[src/rtl/ozixe_ff_bank.sv]
// Multi-bit OZIXE flip-flop bank: enable, sync/async reset values, scan chain,
// and a handshaked snapshot readback serializer (LSB chunk first).
module ozixe_ff_bank #(
    parameter int unsigned     WIDTH        = 8,
    parameter int unsigned     RB_W         = 4,
    parameter logic [WIDTH-1:0] ARST_VAL    = '0,
    parameter logic [WIDTH-1:0] SRST_VAL    = '0,
    parameter bit              CE_POL       = 1'b1,
    parameter bit              SRST_POL     = 1'b1,
    parameter bit              SRST_OVER_CE = 1'b1
) (
    input  logic             clk_i,
    input  logic             rst_ni,
    input  logic [WIDTH-1:0] d_i,
    input  logic             ce_i,
    input  logic             srst_i,
    output logic [WIDTH-1:0] q_o,
    input  logic             scan_en_i,
    input  logic             scan_in_i,
    output logic             scan_out_o,
    input  logic             rb_req_i,
    output logic             rb_busy_o,
    output logic             rb_valid_o,
    input  logic             rb_ready_i,
    output logic [RB_W-1:0]  rb_data_o,
    output logic             rb_last_o
);

    localparam int unsigned NCHUNK = WIDTH / RB_W;
    localparam int unsigned CNT_W  = (NCHUNK > 1) ? $clog2(NCHUNK) : 1;
    localparam logic [CNT_W-1:0] LAST_CNT = CNT_W'(NCHUNK - 1);

    typedef enum logic [0:0] {StIdle, StSend} state_e;

    state_e             state_q, state_d;
    logic [WIDTH-1:0]   q_q, q_d;
    logic [WIDTH-1:0]   shadow_q, shadow_d;
    logic [CNT_W-1:0]   cnt_q, cnt_d;
    logic [WIDTH-1:0]   scan_shift;
    logic               ce_act, srst_act;

    assign ce_act   = (ce_i == CE_POL);
    assign srst_act = (srst_i == SRST_POL);

    if (WIDTH == 1) begin : g_scan_w1
        assign scan_shift = scan_in_i;
    end else begin : g_scan_wn
        assign scan_shift = {q_q[WIDTH-2:0], scan_in_i};
    end

    always_comb begin
        q_d = q_q;
        if (scan_en_i) begin
            q_d = scan_shift;
        end else if (srst_act && (SRST_OVER_CE || ce_act)) begin
            q_d = SRST_VAL;
        end else if (ce_act) begin
            q_d = d_i;
        end
    end

    always_comb begin
        state_d  = state_q;
        shadow_d = shadow_q;
        cnt_d    = cnt_q;
        unique case (state_q)
            StIdle: begin
                if (rb_req_i) begin
                    // Snapshot sees pre-edge q regardless of scan/srst at this edge.
                    shadow_d = q_q;
                    cnt_d    = '0;
                    state_d  = StSend;
                end
            end
            StSend: begin
                if (rb_ready_i) begin
                    shadow_d = shadow_q >> RB_W;
                    cnt_d    = cnt_q + 1'b1;
                    if (cnt_q == LAST_CNT) begin
                        state_d = StIdle;
                    end
                end
            end
            default: state_d = StIdle;
        endcase
    end

    always_ff @(posedge clk_i or negedge rst_ni) begin
        if (!rst_ni) begin
            q_q      <= ARST_VAL;
            shadow_q <= '0;
            cnt_q    <= '0;
            state_q  <= StIdle;
        end else begin
            q_q      <= q_d;
            shadow_q <= shadow_d;
            cnt_q    <= cnt_d;
            state_q  <= state_d;
        end
    end

    assign q_o        = q_q;
    assign scan_out_o = q_q[WIDTH-1];
    assign rb_valid_o = (state_q == StSend);
    assign rb_busy_o  = (state_q == StSend);
    assign rb_data_o  = (state_q == StSend) ? shadow_q[RB_W-1:0] : '0;
    assign rb_last_o  = (state_q == StSend) && (cnt_q == LAST_CNT);

endmodule

[config.mk]
export PLATFORM = sky130hd
export DESIGN_NAME = ozixe_ff_bank
export DESIGN_NICKNAME = d
export VERILOG_FILES = /design/src/rtl/ozixe_ff_bank.sv
export SDC_FILE = /design/constraint.sdc
export NUM_CORES = 1
export LEC_CHECK = 0
export BUFFER_PORTS_ARGS = -buffer_cell sky130_fd_sc_hd__clkbuf_2
export CORE_ASPECT_RATIO = 0.75
export CORE_UTILIZATION = 45
export DETAILED_ROUTE_END_ITERATION = 10
export PLACE_DENSITY = 0.72
export SYNTH_ARGS = -nofsm -noshare
export SYNTH_HDL_FRONTEND = slang
export SYNTH_SLANG_ARGS = --single-unit
export TNS_END_PERCENT = 20
[constraint.sdc]
create_clock -name clk_i -period 2.35 [get_ports clk_i]
set_input_delay 0.235 -clock clk_i [delete_from_list [all_inputs] [get_ports clk_i]]
set_output_delay 0.235 -clock clk_i [all_outputs]
set_load 0.02 [all_outputs]
==> reports/results.tsv <==
stage	metric	value	unit
outcome	outcome	complete, no violations	
route	dr.pass1.iters	6	
synth	ys_seq_area_share	46.69	%
grt	grt_overflow_total	0	
synth	syn-num-nets	101	
clock_network	cts_buffer_depth	2	
clock_network	cts.sinks	18	
min_path	hold_start	scan_in_i	
route	vias	703	
cells_and_area	final_common_cell	clkbuf_2	
place	port_buffers	31	
setup_path	crit_required	2.12	ns
setup_path	r2r-end	cnt_q	
grt	antenna_found_initial	0	
route	wirelength	1.796	mm
sta	hold_viol_final	0	
sta	holdWs	0.1522	ns
grt	grt_pass1_wl	3.153	mm
clock_network	cts_tree	yes	
floorplanning	die_y	42.10	um
clock_network	h-tree-depth	1	
floorplanning	rows	14	
floorplanning	start_util	47.89	%
setup_path	path_buf_inv	1	
min_path	whs_endpoint	q_o[0]	
sta	relSlewSlack	57.59	%
place	gp_congestion	0.7150	
sta	slew_viol_final	0	
floorplanning	dieArea	0.002335	mm2
route	drtAntennaViolNets	0	
sta	rsz0062_at_grt	no	
clock_network	cts_root_buf	clkbuf_4	
clock_network	numCtsBuffers	3	
route	route.detailed.drc	0	
setup_path	worstPathArrival	1.46	ns
clock_network	clkTransAtPathRegs	0.10	ns
floorplanning	io_pins	32	
route	routedWlPerCell	13.21	um
setup_path	path_delay_family	flip-flops	
sta	fin_skew	0.001556	ns
sta	fin_ws	0.6523	ns
synth	ys_seq_elements	18	
sta	fin_crit	1.698	ns
power	ir_drop	0.4873	mV
cells_and_area	finalNonFillerCells	136	
synth	avgSynthCellArea	11.35	um2
setup_path	critPathMaxStageDelay	0.76	ns
power	p_per_area	829.1	mW/mm2
place	placed_cells	131	
setup_path	rr_worst_depth	2	
sta	fmax	589.0	MHz
sta	fin_crit_sh	72.24	%
route	viasPerCell	5.169	
synth	syn_inst	85	
grt	grt_max_degree	22	
cells_and_area	final_cell_mix	31 x clkbuf_2, 24 x mux2i_1, 18 x dfrtp_1, 12 x nand2_1, 8 x o21ai_2	
synth	netlist_area	964.7	um2
grt	grt_pass1_vias	640	
setup_path	reg2reg_slack	1.09	ns
cells_and_area	fill_cells	209	
sta	tightestPinTransition	0.6362	ns
setup_path	critPathLaunchType	flop	
sta	setup_violations	0	
cells_and_area	layout.nets	129	
clock_network	clock_latency	0.29	ns
setup_path	cp_max_fo	21	
place	dpl_worst_slack	0.9693	ns
min_path	hold_path.class	in -> reg	
setup_path	r2r_start	rb_busy_o	
power	p_leak	0.6101	nW
job	maxCapViolations	0	
min_path	min_path_cells	3	
setup_path	worst_path_max_delay_cell	dfrtp_1	
clock_network	ctsResizeCount	0	
floorplanning	die_w	55.47	um
setup_path	critical_path.cell_chain	and2_1 -> clkbuf_2	
synth	netlist-cell-type-count	15	
route	drt-initial-drc-count	14	
place	dp_hpwl	1.288	mm
cells_and_area	final_util	56.02	%
grt	track_usage	17.49	%
floorplanning	core	0.002014	mm2
cells_and_area	layout-drive-gt1-share	38.39	%
sta	setup-tns-final	0	ns
cells_and_area	diodes	0	
setup_path	endpoint_kind	output pin	
setup_path	crit_type	reg -> out	
cells_and_area	syn2layout_area_growth	16.99	%
setup_path	worstSetupStartpoint	rb_busy_o	
synth	yosysWarnings	0	
## synthesized netlist by cell type
cell        n  area (um2)
mux2i_1    24       240.2
dfrtp_1    18       450.4
nand2_1    12       45.04
o21ai_2     8       70.07
and2_1      5       31.28
buf_4       4       30.03
buf_2       3       15.01
o22ai_1     3       18.77
buf_6       2       22.52
a21oi_1     1       5.000
a22o_1      1       8.760
nor2_1      1       3.750
o2bb2ai_1   1       8.760
or2_1       1       6.260
xor2_1      1       8.760
## registers in the layout, summed over array words and instances (netlist names)
| name | flops |
|---|---|
| q_o | 8 |
| shadow_q | 8 |
| cnt_q | 1 |
| rb_busy_o | 1 |
## cell families (layout without fill, tap and decap cells)
kind of cell           after synthesis  in the layout  share of synthesized area, %
AND/OR/NAND/NOR                     19             19                         8.949
XOR/XNOR                             1              1                        0.9081
multiplexers                        24             24                         24.90
flip-flops                          18             18                         46.69
AO/OA/AOI/OAI                       14             14                         11.54
buffers and inverters                9             36                         7.003
## final cells by class
type / instances / area, um2 / area share (%)
clock buffer: 4 / 36.28 / 3.215
tap: 24 / 30.03 / 2.661
timing repair buffer: 32 / 165.2 / 14.63
sequential: 18 / 450.4 / 39.91
multi-input combinational: 58 / 446.7 / 39.58
## layer usage
metal  up-vias  global-route usage [%]  wire, um
met5         -                       0         0
met4         0                   3.000         8
li1        349                       -         -
met2        18                   26.99       830
met3         2                   5.556        76
met1       334                   24.60       881
## where the power goes
part           switching, mW  total, mW  internal, mW
Clock                 0.0925      0.187        0.0943
Sequential            0.0860      0.452         0.366
Combinational          0.162      0.297         0.135
## through the flow
stage / power [mW] / area, um2
3_5_place_dp: 0.7566 / 1082
3_3_place_gp: 0.7475 / 1082
4_1_cts: 0.9498 / 1129
5_1_grt: 1.002 / 1129
2_1_floorplan: 0.6817 / 964.7
6_report: 0.9358 / 1129
## how the worst max path moves through the flow
stage                   end  slack (ns)  cells past startpoint
2_1_floorplan  rb_data_o[0]        0.98                      3
3_3_place_gp      rb_last_o        0.98                      2
3_5_place_dp      rb_last_o        0.97                      2
4_1_cts           rb_last_o        0.63                      2
5_1_grt           rb_last_o        0.53                      2
6_report          rb_last_o        0.65                      2
## repair_timing
item	4_1_cts	5_1_grt
hold buffers	1	0
hold endpoints to repair	18	0
buffers inserted	0	0
setup endpoints to repair	0	0
## worst reg2reg max path, stage by stage (launching register included)
cell and delay, ns:
dfrtp_1 0.76, nor2_1 0.14, a22o_1 0.25
Note: power is estimated with default switching activity, not from simulation.
